### src/rtl/div24u_seq_pkg.sv
// Shared types and sizing for the div24u_seq restoring divider.
package div_pkg;

  localparam int unsigned DW_DEF = 12;
  localparam int unsigned CNT_W_DEF = $clog2(DW_DEF + 1);

  typedef enum logic [1:0] {
    IDLE = 2'd0,
    CALC = 2'd1,
    DONE = 2'd2
  } state_e;

  function automatic int unsigned cnt_width(input int unsigned dw);
    return $clog2(dw + 1);
  endfunction

endpackage

### src/rtl/div24u_seq_if.sv
// Operand/result handshake bundle for div24u_seq; rem exists only with DIV_REMAINDER_EN.
interface div24u_seq_if
  import div_pkg::*;
#(
  parameter int unsigned DW = DW_DEF
);

  logic              in_valid;
  logic              in_ready;
  logic [2*DW-1:0]   dividend;
  logic [DW-1:0]     divisor;
  logic              out_valid;
  logic              out_ready;
  logic [DW-1:0]     quot;
`ifdef DIV_REMAINDER_EN
  logic [DW-1:0]     rem;
`endif
  logic              ovf;
  logic              dz;

  modport master (
    output in_valid, dividend, divisor, out_ready,
`ifdef DIV_REMAINDER_EN
    input  rem,
`endif
    input  in_ready, out_valid, quot, ovf, dz
  );

  modport slave (
    input  in_valid, dividend, divisor, out_ready,
`ifdef DIV_REMAINDER_EN
    output rem,
`endif
    output in_ready, out_valid, quot, ovf, dz
  );

endinterface

### src/rtl/div24u_seq_div_step.sv
// One combinational restoring-division step: shift in a dividend bit, trial-subtract the divisor.
module div_step
  import div_pkg::*;
#(
  parameter int unsigned DW = DW_DEF
) (
  input  logic [DW-1:0] r,
  input  logic          bit_in,
  input  logic [DW-1:0] divisor,
  output logic [DW-1:0] r_next_c,
  output logic          qbit_c
);

  logic [DW:0] t;
  logic [DW:0] diff;

  // r < divisor always holds, so t < 2*divisor and the new remainder fits in DW bits
  always_comb begin
    t        = {r, bit_in};
    diff     = t - {1'b0, divisor};
    qbit_c   = (t >= {1'b0, divisor});
    r_next_c = qbit_c ? diff[DW-1:0] : t[DW-1:0];
  end

endmodule

### src/rtl/div24u_seq.sv
// 2*DW / DW unsigned sequential restoring divider, one quotient bit per clock.
// Remainder output port is built only when DIV_REMAINDER_EN is defined.
module div24u_seq
  import div_pkg::*;
#(
  parameter int unsigned DW         = DW_DEF,
  parameter int unsigned LSB_IGNORE = 0
) (
  input  logic         clk,
  input  logic         rst_n,
  div24u_seq_if.slave  bus
);

  localparam int unsigned     CNT_W     = cnt_width(DW);
  localparam logic [2*DW-1:0] KEEP_MASK = {(2*DW){1'b1}} << LSB_IGNORE;

  state_e          state;
  state_e          state_n;

  logic [DW-1:0]   part_r;
  logic [DW-1:0]   divisor_q;
  logic [DW-1:0]   shift_q;
  logic [CNT_W-1:0] cnt;

  logic            in_ready_q;
  logic            out_valid_q;
  logic [DW-1:0]   quot_q;
  logic            ovf_q;
  logic            dz_q;

  logic [2*DW-1:0] dividend_eff_c;
  logic [DW-1:0]   hi_c;
  logic            accept_c;
  logic            dz_hit_c;
  logic            ovf_hit_c;
  logic            flagged_c;
  logic            last_step_c;
  logic [DW-1:0]   r_step_c;
  logic            qbit_c;

  div_step #(.DW(DW)) u_step (
    .r        (part_r),
    .bit_in   (shift_q[DW-1]),
    .divisor  (divisor_q),
    .r_next_c (r_step_c),
    .qbit_c   (qbit_c)
  );

  // Capture-time decode of the incoming operands
  always_comb begin
    dividend_eff_c = bus.dividend & KEEP_MASK;
    hi_c           = dividend_eff_c[2*DW-1:DW];
    accept_c       = bus.in_valid & in_ready_q;
    dz_hit_c       = (bus.divisor == '0);
    ovf_hit_c      = !dz_hit_c && (hi_c >= bus.divisor);
    flagged_c      = dz_q | ovf_q;
    last_step_c    = (cnt == CNT_W'(1));
  end

  always_ff @(posedge clk or negedge rst_n) begin
    if (!rst_n) state <= IDLE;
    else        state <= state_n;
  end

  // Flagged ops pass through CALC for one cycle so their result appears at E+1
  always_comb begin
    state_n = state;
    case (state)
      IDLE:    if (accept_c) state_n = CALC;
      CALC:    if (flagged_c || last_step_c) state_n = DONE;
      DONE:    if (bus.out_ready) state_n = IDLE;
      default: state_n = IDLE;
    endcase
  end

  always_ff @(posedge clk or negedge rst_n) begin
    if (!rst_n) begin
      in_ready_q  <= 1'b1;
      out_valid_q <= 1'b0;
      quot_q      <= '0;
      ovf_q       <= 1'b0;
      dz_q        <= 1'b0;
      part_r      <= '0;
      divisor_q   <= '0;
      shift_q     <= '0;
      cnt         <= '0;
    end else begin
      in_ready_q  <= (state_n == IDLE);
      out_valid_q <= (state_n == DONE);
      case (state)
        IDLE: begin
          if (accept_c) begin
            divisor_q <= bus.divisor;
            shift_q   <= dividend_eff_c[DW-1:0];
            dz_q      <= dz_hit_c;
            ovf_q     <= ovf_hit_c;
            if (dz_hit_c || ovf_hit_c) begin
              quot_q <= '1;
              part_r <= '0;
              cnt    <= '0;
            end else begin
              quot_q <= '0;
              part_r <= hi_c;
              cnt    <= CNT_W'(DW);
            end
          end
        end
        CALC: begin
          if (!flagged_c) begin
            part_r  <= r_step_c;
            shift_q <= {shift_q[DW-2:0], 1'b0};
            quot_q  <= {quot_q[DW-2:0], qbit_c};
            cnt     <= cnt - CNT_W'(1);
          end
        end
        default: ;
      endcase
    end
  end

`ifdef DIV_REMAINDER_EN
  logic [DW-1:0] rem_q;

  // Final remainder is latched on the last step; flagged ops report zero
  always_ff @(posedge clk or negedge rst_n) begin
    if (!rst_n) begin
      rem_q <= '0;
    end else if (state == IDLE && accept_c) begin
      rem_q <= '0;
    end else if (state == CALC && !flagged_c && last_step_c) begin
      rem_q <= r_step_c;
    end
  end

  assign bus.rem = rem_q;
`endif

  assign bus.in_ready  = in_ready_q;
  assign bus.out_valid = out_valid_q;
  assign bus.quot      = quot_q;
  assign bus.ovf       = ovf_q;
  assign bus.dz        = dz_q;

endmodule
### src/flat_wrapper.sv
// flat-port wrapper written by rule: the top's interface ports become plain ports
module div24u_seq_flat import div_pkg::*;
#(
  parameter int unsigned DW         = DW_DEF,
  parameter int unsigned LSB_IGNORE = 0
)
  (clk, rst_n, bus_in_valid, bus_dividend, bus_divisor, bus_out_ready, bus_in_ready, bus_out_valid, bus_quot, bus_ovf, bus_dz);
  div24u_seq_if #(.DW(DW)) bus_i ();
  input  logic clk;
  input  logic rst_n;
  input wire logic [$bits(bus_i.in_valid)-1:0] bus_in_valid;
  input wire logic [$bits(bus_i.dividend)-1:0] bus_dividend;
  input wire logic [$bits(bus_i.divisor)-1:0] bus_divisor;
  input wire logic [$bits(bus_i.out_ready)-1:0] bus_out_ready;
  output wire logic [$bits(bus_i.in_ready)-1:0] bus_in_ready;
  output wire logic [$bits(bus_i.out_valid)-1:0] bus_out_valid;
  output wire logic [$bits(bus_i.quot)-1:0] bus_quot;
  output wire logic [$bits(bus_i.ovf)-1:0] bus_ovf;
  output wire logic [$bits(bus_i.dz)-1:0] bus_dz;
  assign bus_i.in_valid = bus_in_valid;
  assign bus_i.dividend = bus_dividend;
  assign bus_i.divisor = bus_divisor;
  assign bus_i.out_ready = bus_out_ready;
  assign bus_in_ready = bus_i.in_ready;
  assign bus_out_valid = bus_i.out_valid;
  assign bus_quot = bus_i.quot;
  assign bus_ovf = bus_i.ovf;
  assign bus_dz = bus_i.dz;
  div24u_seq #(.DW(DW), .LSB_IGNORE(LSB_IGNORE)) u_core (.clk(clk), .rst_n(rst_n), .bus(bus_i));
endmodule
### config.mk
export PLATFORM = sky130hd
export DESIGN_NAME = div24u_seq_flat
export DESIGN_NICKNAME = d
export VERILOG_FILES = /design/src/rtl/div24u_seq_pkg.sv /design/src/rtl/div24u_seq_if.sv /design/src/rtl/div24u_seq_div_step.sv /design/src/rtl/div24u_seq.sv /design/src/flat_wrapper.sv
export SDC_FILE = /design/constraint.sdc
export NUM_CORES = 1
export LEC_CHECK = 0
export ABC_AREA = 1
export BUFFER_PORTS_ARGS = -buffer_cell sky130_fd_sc_hd__buf_2
export CAP_MARGIN = 20
export CORE_MARGIN = 5
export CORE_UTILIZATION = 55
export CTS_CLUSTER_SIZE = 16
export DETAILED_ROUTE_END_ITERATION = 12
export GPL_TIMING_DRIVEN = 0
export PLACE_DENSITY = 0.86
export SKIP_CTS_REPAIR_TIMING = 1
export SLEW_MARGIN = 20
export SYNTH_ARGS = -nofsm -noshare
export SYNTH_HDL_FRONTEND = slang
export SYNTH_SLANG_ARGS = --single-unit
### constraint.sdc
create_clock -name clk -period 5.2 [get_ports clk]
set_input_delay 1.04 -clock clk [delete_from_list [all_inputs] [get_ports clk]]
set_output_delay 1.04 -clock clk [all_outputs]
set_load 0.02 [all_outputs]
* Yosys cells after proc, flatten, opt, wreduce, memory -nomap -nowiden *
Cells that the tools add are included.

word-level totals
  flip-flop bits (word level) = 58
  bits in latches = 0
  memory bits (writable) = 0
  memory bits (read-only) = 0
  input bits = 40
  output and inout bits = 16
  logic and storage cells = 52
  memories = 0

cells by class
  $add $sub $neg = 2
  multiply operators = 0
  divide/modulo/power cells = 0
  magnitude comparators = 2
  equal/unequal tests = 6
  shift operators = 0
  mux-type cells = 20
  bitwise logic cells = 2
  reduce and logical (&&, ||, !) cells = 10

operators by type and width
  operator             count
  $mux 12              9
  $pmux 12 s2          3
  $ge 13x12->1         1
  $ge 12x12->1         1
  $logic_not 12->1     1
  $mux 4               3
  $sub 12x12->12       1
  $pmux 4 s2           1
  $mux 2               3
  $pmux 2 s3           1
  $eq 2x2->1 const B   2
  $eq 4x1->1 const B   1
  $logic_not 2->1      2
  $sub 4x1->4 const B  1
  $reduce_and 3->1     1
  $eq 2x1->1 const B   1
  $logic_or 1x1->1     2
  $ne 2x1->1 const B   1
  $ne 2x2->1 const B   1
  $reduce_and 2->1     1
  $reduce_bool 2->1    1
  $and 1x1->1          1
  $logic_and 1x1->1    1
  $logic_not 1->1      1
  $or 1x1->1           1

* Logic depth before layout (Yosys ltp) *
Gate-level depths: netlist (run 1).

  depth in word-level cells = 7
  gate-level depth with buffers = 14
  gate-level depth less buffers = 14

* Cells and area by module *
Synthesis (run 1) repeated with hierarchy kept, for this count alone.

unflattened totals
  cell total of the unflattened synthesis = 514
  area total of the unflattened synthesis = 3932.5 sq um

modules (own cells, without submodules)
  module      instances  cells an instance  area an instance (sq um)  sequential area each (sq um)
  div24u_seq  1          331                2910.3                    1452.6
  div_step    1          183                1022.2                    0.0

* Worst setup path before layout (run 1) *
Ideal clock, no wire load.

  kind = input to register
  start point = input port bus_divisor[9]
  end point = register u_core.quot_q[0] (netlist: u_core.bus.quot[0])
  library setup time = 0.126 ns
  arrival time = 2.312 ns
  data required time = 5.074 ns
  setup slack = 2.762 ns
  stages on the path = 11
  path buffers = 1
  cell sequence = inv_1 ha_1 a21oi_1 nor2_1 nor2_1 nand2_1 nor3b_2 nand2_1 nand2_1 buf_2 o21ai_1

between the ends
  cells in the longest elaborated chain, start to end = 7
  elaborated cells on any way between the ends = 8
  classes of those cells = order compare (1); mux (3); reduce/logical (4)

ends and longest elaborated chain
  item                                                  RTL line            text
  start: declaration                                    flat_wrapper.sv:13  input wire logic [$bits(bus_i.divisor)-1:0] bus_divisor;
  branches (longest 3 deep; another with $ge 12x12->1)  n/a
  $logic_or 1x1->1 (*)                                  div24u_seq.sv:97    if (dz_hit_c || ovf_hit_c) begin
  $mux 12 (*)                                           div24u_seq.sv:97
  $mux 12 (*)                                           div24u_seq.sv:92    if (accept_c) begin
  $pmux 12 s2 (*)                                       div24u_seq.sv:90    case (state)
  end signal: assignment                                div24u_seq.sv:112   quot_q <= {quot_q[DW-2:0], qbit_c};
  end: declaration                                      div24u_seq.sv:27    logic [DW-1:0] quot_q;

Every way passes the cells marked *. The select of a mux whose other input is x is not followed.
A chain may end at the register's enable or synchronous reset.

* Worst setup path after layout (run 1) *
Same ends and word-level chain as after synthesis.

==> metrics.md, run 1 <==
| Metric | Value |
|---|---|
| Status | `finished, final reports clean` |
| Fin crit period | `2.661 ns` |
| Die X-Extent | `~94 microns` |
| Internal power | `1.589 mW` |
| CTS tree | `built` |
| First-pass GRT wire length | `between 15 and 20 mm` |
| Max incr delay on CP | `between 0.3 and 0.4 ns` |
| Fillers | `approximately 570` |
| DR WL/cell | `between 10 and 15 microns` |
| Setup WS post-layout | `2.539 ns` |
| Post-synth top area share | `36.54%` |
| Seq cells post-synth | `58` |
| H-tree Lvls | `3` |
| Commonest non-fill, non-tap cell in the layout | `nand2_1` |
| Slew headroom | `51.71%` |
| Worst-path clk slew | `~0.06 ns` |
| Synth area leaders | `dfrtp_1 (37%), nand2_1 (16%), ha_1 (8.3%)` |
| Worst Path Buf+Inv | `3` |
| Worst-case vdd ir drop | `between 0.4 and 0.5 mV` |
| Antenna Cells | `0` |
| Final TNS setup | `0 ns` |
| CP Capture Type | `flop` |
| Net Sw Power | `1.596 mW` |
| Power share of the combinational group | `59.9%` |
| Gr usage total | `roughly 26%` |
| Cell area after synthesis | `3904 sq um` |
| Die Y | `approximately 94 microns` |
| Overflow after GRT | `0` |
| Initial drt markers | `243` |
| Critical-path maximum fanout | `10` |
| YS warnings | `0` |
| Final Core Density | `65.68%` |
| Total wire length | `10.71 mm` |
| Area Growth Syn to Fin | `15.58%` |
| CTS sink cnt | `58` |
| Arrival @ worst endpoint | `between 2 and 3 ns` |
| Clock power share | `14.2%` |
| Register area share after synthesis | `37.21%` |
| Fmax | `375.8 MHz` |
| Max-slew violations | `0` |
| Vias | `3932` |
| Async set-or-reset flop fraction in the synthesized netlist | `100.0%` |
| Vias/cell | `5.431` |
| Slowest CP cell | `nor3b_2` |
| Crit path cell chain | `buf_2, inv_1, ha_1, a21oi_1, nor2_1, nor2_1, nand2_1, nor3b_2, nand2_1, nand2_1, buf_2, o21ai_1` |
| Post-synthesis cell count | `557` |
| Nets | `690` |
| Main synth FF type | `dfrtp_1` |
| Final hold viol count | `0` |
| Crit path top cell by count | `nand2_1` |
| Io pins | `56` |
| Initial antenna violation count | `0` |
| Rows | `30` |
| MaxCap Viol Count | `0` |
| Power Dens Cells | `705.9 nW/um^2` |
| Hold Path Class | `flop to flop` |
| Worst-margin pin slew | `0.7244 ns` |
| Syn nets | `624` |
| Number of synthesized flops with an enable pin | `0` |
| Syn Area/Cell | `7.009 sq um` |
| Sequential Power Share | `25.8%` |
| Reg-to-reg slack, setup | `3.11 ns` |
| # setup viols final | `0` |
| Clock buffer count from CTS | `9` |
| Layout cells sized above 1 | `15.76%` |
| Count of input and output buffers | `55` |
| Switching Share | `50.11%` |
| Maximum root-to-sink buffer count | `2` |
| Total die area | `8882 sq um` |
| Largest net degree at the start of global routing | `59` |
| Hpwl dp | `8.157 mm` |
| Leakage | `2.457 nW` |
| Distinct cells, synth | `36` |
| Critical path class | `input port to flop` |
| Most frequent cells in the layout | `nand2_1 (163), inv_1 (83), buf_2 (60)` |
| Final ANT Viol Nets | `0` |
| Design area | `4512 sq um` |
| CTS Root Cell | `clkbuf_8` |
| Clock Skews | `just under 0.01 ns` |
| Dominant cell type by area after synthesis | `dfrtp_1` |
| RSZ-0062 raised after global routing | `false` |
| Vias in the first global route | `3955` |
| Initial Util | `approximately 57%` |
| Cell Area, Placed | `4302 sq um` |
| WP data required | `approximately 5.4 ns` |
| Clk_lat worst skew | `0.34 ns` |
| Pre-CTS setup slack | `2.305 ns` |
| Initial DRT Pass Iterations | `5` |
| Startpoint Class | `input port` |
| Critical path's top delay family | `simple AND/OR/NAND/NOR gates` |
| Crit share post-route | `between 50% and 60%` |
| Post-route DRC | `0` |
| CORE AREA | `6869 sq um` |
| Placer Congestion | `0.9259` |
worst register-to-register path, cell delays in order, from the launching register on:
cell and delay, ns:
dfrtp_1 0.35, inv_1 0.05, ha_1 0.36, nand2_2 0.14, inv_1 0.06, nand2_1 0.07, nand2_2 0.07, a21oi_4 0.16
nand3_2 0.17, nor2_2 0.31, nand2_1 0.10, nand3_1 0.10, nand2_1 0.06, inv_1 0.04
flip-flops by register name, indices dropped and copies added, names as in the netlist:
| name | count |
|---|---|
| u_core.shift_q | 12 |
| u_core.bus.quot | 12 |
| u_core.bus.ovf | 1 |
| u_core.part_r | 12 |
| u_core.cnt | 4 |
| u_core.bus.in_ready | 1 |
| u_core.state | 2 |
| u_core.bus.out_valid | 1 |
| u_core.bus.dz | 1 |
| u_core.divisor_q | 12 |
metrics by stage:
stage	hold WS, ns	std cells	power, mW
finish	0.4968	724	3.185
global route	0.5118	724	3.472
CTS	0.4915	724	3.174
detailed placement	0.4789	708	2.701
global placement	0.4676	708	2.635
floorplan	0.4530	557	2.205
cell usage after synthesis (3+ instances only):
cell and count:
nor2_1 54, ha_1 26, nor3_1 3, o21ai_0 33, dfrtp_1 57, inv_1 83, nand2_2 4, clkbuf_1 9
buf_2 6, o22ai_1 3, nand3_1 31, o211ai_1 11, a21oi_1 14, inv_2 6, o21ai_1 10, nand4_1 19
nand2_1 163
layout make-up:
| cell class | count | area (sq um) | area share, % |
|---|---|---|---|
| Multi-Input combinational cell | 392 | 2034 | 45.09 |
| Sequential cell | 58 | 1453 | 32.20 |
| Inverter | 89 | 334.1 | 7.404 |
| Timing Repair Buffer | 55 | 277.8 | 6.156 |
| Clock buffer | 11 | 131.4 | 2.912 |
| Tap cell | 96 | 120.1 | 2.662 |
| Buffer | 18 | 82.58 | 1.830 |
| Clock inverter | 5 | 78.83 | 1.747 |
routing by layer:
layer	vias up	part of all wire (%)	track usage [%]
li1	1914	-	-
met1	1827	42	30.86
met2	166	49	43.68
met3	25	6.5	5.288
met4	0	3.1	11.07
met5	-	0	0
power by group through the flow:
| stage | logic [mW] | clock network [mW] | registers (mW) |
|---|---|---|---|
| finish | 1.91 | 0.453 | 0.823 |
| global route | 2.14 | 0.482 | 0.845 |
| CTS | 1.90 | 0.458 | 0.817 |
| detailed placement | 1.88 | 0 | 0.822 |
| global placement | 1.82 | 0 | 0.812 |
| floorplan | 1.34 | 0 | 0.862 |
logic make-up (layout without fill, tap and decap cells):
family,Yosys count,count (layout),synth area share [%]
AND/OR/NAND/NOR,286,286,31.57
buffers and inverters,107,178,10.67
AO/OA/AOI/OAI,77,77,11.25
flip-flops,58,58,37.21
adder cells (fa/ha/maj),27,27,8.846
XOR/XNOR,2,2,0.4488
final timing paths:
kind / start / to / cells after the start
setup reg to reg: u_core.divisor_q[7] / u_core.part_r[4] / 13
min in group asynchronous: rst_n / u_core.bus.out_valid / 1
setup / recovery: bus_divisor[9] / u_core.bus.quot[0] / 12
hold / removal: u_core.divisor_q[5] / u_core.divisor_q[5] / 2
hold reg to reg: u_core.divisor_q[5] / u_core.divisor_q[5] / 2
max in group asynchronous: rst_n / u_core.part_r[7] / 1
Note: power is estimated with default switching activity, not from simulation.
==> run 2, diff against run 1 <==
--- a/config.mk
+++ b/config.mk
@@ -5,7 +5,7 @@
 export SDC_FILE = /design/constraint.sdc
 export NUM_CORES = 1
 export LEC_CHECK = 0
-export ABC_AREA = 1
+export ABC_AREA = 0
 export BUFFER_PORTS_ARGS = -buffer_cell sky130_fd_sc_hd__buf_2
 export CAP_MARGIN = 20
 export CORE_MARGIN = 5
@@ -13,7 +13,7 @@
 export CTS_CLUSTER_SIZE = 16
 export DETAILED_ROUTE_END_ITERATION = 12
 export GPL_TIMING_DRIVEN = 0
-export PLACE_DENSITY = 0.86
+export PLACE_DENSITY = 0.87
 export SKIP_CTS_REPAIR_TIMING = 1
 export SLEW_MARGIN = 20
 export SYNTH_ARGS = -nofsm -noshare
==> constraint.sdc (replaced) <==
create_clock -name clk -period 2.5 [get_ports clk]
set_input_delay 0.5 -clock clk [delete_from_list [all_inputs] [get_ports clk]]
set_output_delay 0.5 -clock clk [all_outputs]
set_load 0.02 [all_outputs]
==> metrics.md, run 2 <==
| Metric | Value |
|---|---|
| Design area | `4239 sq um (was 4512 sq um)` |
| Crit path top cell by count | `a211o_1 (was nand2_1)` |
| Slew headroom | `50.26% (was 51.71%)` |
| Clock buffer count from CTS | `9 (unchanged)` |
| Startpoint Class | `flop (was input port)` |
| Main synth FF type | `dfrtp_1 (unchanged)` |
| Cell area after synthesis | `3538 sq um (was 3904 sq um)` |
| Seq cells post-synth | `58 (unchanged)` |
| Number of synthesized flops with an enable pin | `0 (unchanged)` |
| Syn nets | `479 (was 624)` |
| Final TNS setup | `0 ns (unchanged)` |
| CP Capture Type | `flop (unchanged)` |
| CTS tree | `built (unchanged)` |
| CORE AREA | `6314 sq um (was 6869 sq um)` |
| Io pins | `56 (unchanged)` |
| Worst-margin pin slew | `0.7462 ns (was 0.7244 ns)` |
| Area Growth Syn to Fin | `19.80% (was 15.58%)` |
| Slowest CP cell | `dfrtp_1 (was nor3b_2)` |
| Leakage | `2.037 nW (was 2.457 nW)` |
| Largest net degree at the start of global routing | `59 (unchanged)` |
| WP data required | `2.75 ns (was 5.41 ns)` |
| Status | `finished, final reports clean (unchanged)` |
| Final Core Density | `67.14% (was 65.68%)` |
| Largest family of logic cells by synthesized area | `compound AO/OA/AOI/OAI gates (was simple AND/OR/NAND/NOR gates)` |
| Final hold viol count | `0 (unchanged)` |
| Initial Util | `56.04% (was 56.83%)` |
| Distinct cells, synth | `51 (was 36)` |
| Post-synth top area share | `40.31% (was 36.54%)` |
| Reg-to-reg slack, setup | `0.03 ns (was 3.11 ns)` |
| Antenna Cells | `0 (unchanged)` |
| Syn Area/Cell | `8.588 sq um (was 7.009 sq um)` |
| Layout cells sized above 1 | `19.38% (was 15.76%)` |
| Overflow after GRT | `0 (unchanged)` |
| Area share of and/or/nand/nor cells after synthesis | `18.74% (was 31.57%)` |
| YS warnings | `0 (unchanged)` |
| Reg2Reg Launch Point | `u_core.divisor_q[10] (was u_core.divisor_q[7])` |
| Synth area leaders | `dfrtp_1 (40%), ha_1 (9.2%), nand2_1 (6.5%) (was dfrtp_1 (37%), nand2_1 (16%), ha_1 (8.3%))` |
| Async set-or-reset flop fraction in the synthesized netlist | `100.0% (unchanged)` |
| Cell Area, Placed | `3913 sq um (was 4302 sq um)` |
| Placed Cells | `544 (was 708)` |
| Register area share after synthesis | `41.05% (was 37.21%)` |
| Vias | `3487 (was 3932)` |
| Die X-Extent | `90.21 microns (was 94.25 microns)` |
| Post-Synth XOR/XNOR Area | `1.733% (was 0.4487%)` |
| Rows | `29 (was 30)` |
| Critical path class | `flop to flop (was input port to flop)` |
| Compound-gate portion of the synthesized area | `19.52% (was 11.25%)` |
| Initial DRT Pass Iterations | `7 (was 5)` |
| Fin crit period | `2.471 ns` |
| Arrival @ worst endpoint | `2.72 ns (was 2.87 ns)` |
| Area share of fa/ha/maj cells after synthesis | `9.760% (was 8.846%)` |
| Hpwl dp | `7.093 mm (was 8.157 mm)` |
| Reg-to-reg endpoint | `u_core.part_r[1] (was u_core.part_r[4])` |
| Placer Congestion | `0.9616 (was 0.9259)` |
| Commonest non-fill, non-tap cell in the layout | `nand2_1 (unchanged)` |
| H-tree Lvls | `3 (unchanged)` |
| Nets | `548 (was 690)` |
| Final ANT Viol Nets | `0 (unchanged)` |
| CTS sink cnt | `58 (unchanged)` |
| Most frequent cells in the layout | `nand2_1 (61), dfrtp_1 (57), buf_2 (56) (was nand2_1 (163), inv_1 (83), buf_2 (60))` |
| Critical-path maximum fanout | `6 (was 10)` |
| Crit share post-route | `98.85%` |
| Crit path cell chain | `inv_1, ha_4, a21o_1, a211o_1, a211o_1, a21oi_4, mux2_4, o211ai_1 (was buf_2, inv_1, ha_1, a21oi_1, nor2_1, nor2_1, nand2_1, nor3b_2, nand2_1, nand2_1, buf_2, o21ai_1)` |
| Max-slew violations | `0 (unchanged)` |
| Worst-case vdd ir drop | `0.8681 mV (was 0.4121 mV)` |
| Worst Path Buf+Inv | `1 (was 3)` |
| Synth top cells by count | `nand2_1 (61), dfrtp_1 (57), nor2_1 (47), inv_1 (33) (was nand2_1 (163), inv_1 (83), dfrtp_1 (57), nor2_1 (54), o21ai_0 (33))` |
| Fillers | `491 (was 571)` |
| Vias/cell | `6.205 (was 5.431)` |
| Clock Skews | `0.008399 ns (was 0.009736 ns)` |
| Clk_lat worst skew | `0.35 ns (was 0.34 ns)` |
| Worst-path clk slew | `0.06 ns (about the same)` |
| Post-synthesis mux area share | `3.501% (was 0%)` |
| Count of input and output buffers | `55 (unchanged)` |
| Die Y | `90.21 microns (was 94.25 microns)` |
| Post-route DRC | `0 (unchanged)` |
| Top-count cell post-synth | `nand2_1 (unchanged)` |
| Hold Path Class | `input port to async pin (was flop to flop)` |
| Total die area | `8138 sq um (was 8882 sq um)` |
| DR WL/cell | `18.14 microns (was 14.79 microns)` |
| Max incr delay on CP | `0.36 ns (was 0.34 ns)` |
| Total wire length | `10.19 mm (was 10.71 mm)` |
| Gr usage total | `24.18% (was 25.52%)` |
| Power Dens Cells | `1701 nW/um^2 (was 705.9 nW/um^2)` |
| Fmax | `404.7 MHz` |
| Vias in the first global route | `3360 (was 3955)` |
| Layout Cells excl Fill | `562 (was 724)` |
| Maximum root-to-sink buffer count | `2 (unchanged)` |
| Critical path's top delay family | `compound AO/OA/AOI/OAI gates (was simple AND/OR/NAND/NOR gates)` |
| CTS Root Cell | `clkbuf_8 (unchanged)` |
| Initial antenna violation count | `0 (unchanged)` |
| Post-synthesis cell count | `412 (was 557)` |
| FF-to-FF path depth | `8 (was 13)` |
| Initial drt markers | `392 (was 243)` |
| MaxCap Viol Count | `0 (unchanged)` |
| # setup viols final | `0 (unchanged)` |
| Dominant cell type by area after synthesis | `dfrtp_1 (unchanged)` |
| First-pass GRT wire length | `15.82 mm (was 17.69 mm)` |
| Final Power | `7.210 mW (was 3.185 mW)` |
## run 2: cell count changes in the layout (fill, tap and decap cells not counted), sizes merged, moves of 9 or more
cell / delta
a31oi: +11
inv: -56
mux2i: +9
nand2: -106
nand3: -23
nand4: -18
nor2: -10
o21ai: -16
o31ai: +12
## run 2: worst max-delay path by stage
stage | start | end | cells after the start
floorplan | bus_divisor[5] | u_core.part_r[8] | 9
global placement | bus_divisor[5] | u_core.part_r[11] | 10
detailed placement | bus_divisor[7] | u_core.part_r[11] | 10
CTS | u_core.part_r[5] | u_core.part_r[8] | 8
global route | u_core.shift_q[11] | u_core.part_r[10] | 9
finish | u_core.divisor_q[10] | u_core.part_r[1] | 8
## run 2: metrics by stage
step	hold WS, ns	setup WS, ns
finish	0.2101	0.02884
global route	0.2741	-0.02595
CTS	0.2497	-0.02736
detailed placement	0.4883	-0.2441
global placement	0.4581	-0.2425
floorplan	0.2044	0.2793
## run 2: per-layer routing
metal / wire (microns) / global-route usage, %
met1: 4084 / 29.65
met2: 4986 / 38.90
met3: 715 / 5.259
met4: 406 / 14.39
met5: 0 / 0
## run 2: power breakdown
part | leakage, nW | internal, mW | total [mW] | switching (mW)
Clock | 0.105 | 0.549 | 0.927 | 0.377
Combinational | 1.23 | 1.82 | 4.54 | 2.71
Sequential | 0.701 | 1.42 | 1.75 | 0.324
## run 2: kinds of logic (layout without fill, tap and decap cells)
logic type      after synthesis  after routing
compound gates              108            108
xor+xnor                      7              7
fa+ha+maj                    27             27
buf+inv                      51            124
flops                        58             58
mux                          12             12
simple gates                149            149
## run 2: layout make-up
cell class                      instances  area, sq um  area share, %
Multi-Input combinational cell        303         1961          46.25
Sequential cell                        58         1453          34.27
Timing Repair Buffer                   58        317.8          7.497
Clock buffer                            9        123.9          2.922
Inverter                               33        123.9          2.922
Tap cell                               77        96.34          2.273
Clock inverter                          6        82.58          1.948
Buffer                                 18        81.33          1.919
==> run 3, diff against run 2 <==
--- a/config.mk
+++ b/config.mk
@@ -13,9 +13,10 @@
 export CTS_CLUSTER_SIZE = 16
 export DETAILED_ROUTE_END_ITERATION = 12
 export GPL_TIMING_DRIVEN = 0
-export PLACE_DENSITY = 0.87
+export PLACE_DENSITY = 0.86
 export SKIP_CTS_REPAIR_TIMING = 1
 export SLEW_MARGIN = 20
 export SYNTH_ARGS = -nofsm -noshare
 export SYNTH_HDL_FRONTEND = slang
+export SYNTH_HIERARCHICAL = 1
 export SYNTH_SLANG_ARGS = --single-unit
==> constraint.sdc (replaced) <==
create_clock -name clk -period 2.5 [get_ports clk]
set_input_delay 0.5 -clock clk [delete_from_list [all_inputs] [get_ports clk]]
set_output_delay 0.5 -clock clk [all_outputs]
set_load 0.1 [all_outputs]
==> metrics.md, run 3 <==
| Metric | Value |
|---|---|
| Gr usage total | `22.91% (was 24.18%)` |
| CTS sink cnt | `58 (unchanged)` |
| Final ANT Viol Nets | `0 (unchanged)` |
| Initial Util | `55.52% (was 56.04%)` |
| Hold Path Class | `input port to async pin (unchanged)` |
| Vias | `3395 (was 3487)` |
| Fillers | `480 (was 491)` |
| Reg-to-reg slack, setup | `-0.30 ns (was 0.03 ns)` |
| Post-synth top area share | `38.45% (was 40.31%)` |
| Synth area leaders | `dfrtp_1 (38%), ha_1 (8.8%), nand2_1 (5.4%) (was dfrtp_1 (40%), ha_1 (9.2%), nand2_1 (6.5%))` |
| Max incr delay on CP | `0.42 ns (was 0.36 ns)` |
| H-tree Lvls | `3 (unchanged)` |
| Overflow after GRT | `0 (unchanged)` |
| Slew headroom | `51.07% (was 50.26%)` |
| Syn Area/Cell | `9.537 sq um (was 8.588 sq um)` |
| Initial antenna violation count | `0 (unchanged)` |
| Crit share post-route | `112.2% (was 98.85%)` |
| Initial drt markers | `297 (was 392)` |
| Clock buffer count from CTS | `9 (unchanged)` |
| Commonest non-fill, non-tap cell in the layout | `buf_2 (was nand2_1)` |
| Startpoint Class | `flop (unchanged)` |
| CTS Root Cell | `clkbuf_8 (unchanged)` |
| DR WL/cell | `18.64 microns (was 18.14 microns)` |
| Maximum root-to-sink buffer count | `2 (unchanged)` |
| RSZ-0062 raised after global routing | `true` |
| Cell area after synthesis | `3710 sq um (was 3538 sq um)` |
| Critical path class | `flop to flop (unchanged)` |
| Final hold viol count | `0 (unchanged)` |
| Met3 Use GR | `6.563% (was 5.259%)` |
| Reg-to-reg endpoint | `u_core/part_r[0] (was u_core.part_r[1])` |
| Total die area | `8488 sq um (was 8138 sq um)` |
| Largest net degree at the start of global routing | `59 (unchanged)` |
| Post-route DRC | `0 (unchanged)` |
| Critical path's top delay family | `compound AO/OA/AOI/OAI gates (unchanged)` |
| Top-count cell post-synth | `dfrtp_1 (was nand2_1)` |
| YS warnings | `6 (was 0)` |
| Clk_lat worst skew | `0.35 ns (about the same)` |
| Status | `complete, but fails checks (was finished, final reports clean)` |
| First-pass GRT wire length | `15.35 mm (was 15.82 mm)` |
| Nets | `530 (was 548)` |
| Setup WS post-layout | `-0.3048 ns (was 0.02884 ns)` |
| Arrival @ worst endpoint | `3.07 ns (was 2.72 ns)` |
| Most frequent cells in the layout | `buf_2 (62), dfrtp_1 (57), nand2_1 (53) (was nand2_1 (61), dfrtp_1 (57), buf_2 (56))` |
| Layout cells sized above 1 | `30.77% (was 19.38%)` |
| Final TNS setup | `-2.834 ns (was 0 ns)` |
| Post-synthesis cell count | `389 (was 412)` |
| CORE AREA | `6681 sq um (was 6314 sq um)` |
| Register area share after synthesis | `39.16% (was 41.05%)` |
| Critical-path maximum fanout | `5 (was 6)` |
| Met2 GRT Util | `38.14% (was 38.90%)` |
| Worst-path clk slew | `0.07 ns (was 0.06 ns)` |
| MaxCap Viol Count | `0 (unchanged)` |
| Hpwl dp | `7.026 mm (was 7.093 mm)` |
| Number of synthesized flops with an enable pin | `0 (unchanged)` |
| Synth top cells by count | `dfrtp_1 (57), nand2_1 (53), nand3_1 (33), inv_1 (29), o21ai_1 (28) (was nand2_1 (61), dfrtp_1 (57), nor2_1 (47), inv_1 (33))` |
| Distinct cells, synth | `59 (was 51)` |
| Main synth FF type | `dfrtp_1 (unchanged)` |
| Slowest CP cell | `dfrtp_1 (unchanged)` |
| Reg2Reg Launch Point | `u_core/divisor_q[1] (was u_core.divisor_q[10])` |
| Total wire length | `10.21 mm (was 10.19 mm)` |
| Fmax | `356.5 MHz (was 404.7 MHz)` |
| Die Y | `92.13 microns (was 90.21 microns)` |
| Seq cells post-synth | `58 (unchanged)` |
| Dominant cell type by area after synthesis | `dfrtp_1 (unchanged)` |
| Violated checks | `negative setup slack` |
| Met1 Use GR | `27.90% (was 29.65%)` |
| CTS tree | `built (unchanged)` |
| Vias in the first global route | `3291 (was 3360)` |
| Worst-margin pin slew | `0.7339 ns (was 0.7462 ns)` |
| Max-slew violations | `0 (unchanged)` |
| Initial DRT Pass Iterations | `7 (unchanged)` |
| Busiest layer in global routing | `met2 (unchanged)` |
| Async set-or-reset flop fraction in the synthesized netlist | `100.0% (unchanged)` |
| WP data required | `2.77 ns (was 2.75 ns)` |
| Antenna Cells | `0 (unchanged)` |
| Die X-Extent | `92.13 microns (was 90.21 microns)` |
| Area Growth Syn to Fin | `19.60% (was 19.80%)` |
| # setup viols final | `13 (was 0)` |
| FF-to-FF path depth | `13 (was 8)` |
| Worst Path Buf+Inv | `4 (was 1)` |
| Placer Congestion | `0.8607 (was 0.9616)` |
| Count of input and output buffers | `55 (unchanged)` |
| Rows | `30 (was 29)` |
| Syn nets | `456 (was 479)` |
| Io pins | `56 (unchanged)` |
| Vias/cell | `6.195 (was 6.205)` |
| Clock Skews | `0.006487 ns (was 0.008399 ns)` |
| Fin crit period | `2.805 ns (was 2.471 ns)` |
| CP Capture Type | `flop (unchanged)` |
| Crit path cell chain | `inv_2, ha_4, nor2b_4, o31a_1, o31a_1, o311a_4, nor4_4, buf_6, clkbuf_16, buf_6, mux2i_1, nand3_1, o211ai_2 (was inv_1, ha_4, a21o_1, a211o_1, a211o_1, a21oi_4, mux2_4, o211ai_1)` |
run 3: cells by family after synthesis:
kind of cell / Yosys count / synth area share (%)
AOI/OAI and AO/OA: 80 / 15.92
DFF: 58 / 39.16
xor gates and xnor gates: 9 / 2.125
muxes: 24 / 7.521
adders and majority gates: 27 / 9.309
buffers and inverters: 49 / 6.340
and+or+nand+nor: 142 / 19.63
run 3: worst max path at each step:
stage | start | to | slack [ns] | depth (start not counted)
5_1_grt | u_core/divisor_q[1] | u_core/part_r[0] | -0.40 | 13
6_report | u_core/divisor_q[1] | u_core/part_r[0] | -0.30 | 13
2_1_floorplan | u_core/divisor_q[1] | u_core/part_r[10] | -0.14 | 11
4_1_cts | u_core/divisor_q[1] | u_core/part_r[9] | -0.38 | 11
3_3_place_gp | u_core/divisor_q[1] | u_core/part_r[4] | -0.31 | 11
3_5_place_dp | u_core/divisor_q[1] | u_core/part_r[8] | -0.34 | 11
run 3: cell type report:
type	count	area (sq um)	area share, %
plain buffers	20	126.4	2.848
multi-input cells	282	2111	47.57
well taps	80	100.1	2.256
inverters	29	108.9	2.453
flip-flops and latches	58	1453	32.74
clock buffers	11	141.4	3.187
repair buffers	63	366.6	8.263
clock inverters	5	30.03	0.6768
run 3: through the flow:
stage                     setup slack [ns]  utilization (%)  instance area [sq um]  hold WS [ns]  instances
after floorplan                    -0.1351                -                   3710        0.2044        389
after global placement             -0.3057            61.14                   4085        0.4655        524
after detailed placement           -0.3385            61.18                   4088        0.4772        524
after CTS                          -0.3845            63.75                   4259        0.2245        540
after global routing               -0.4037            66.40                   4437        0.2692        548
final                              -0.3048            66.40                   4437        0.2001        548
run 3: metal layers:
metal	vias to the layer above	share of wire [%]
met2	168	49
met3	36	7.0
met1	1643	41
li1	1548	-
met5	-	0
met4	0	2.6
Power of run 3 is left out: the tool's default activity adds up to more than one toggle a clock period on the data nets, which glitch-free logic cannot reach.
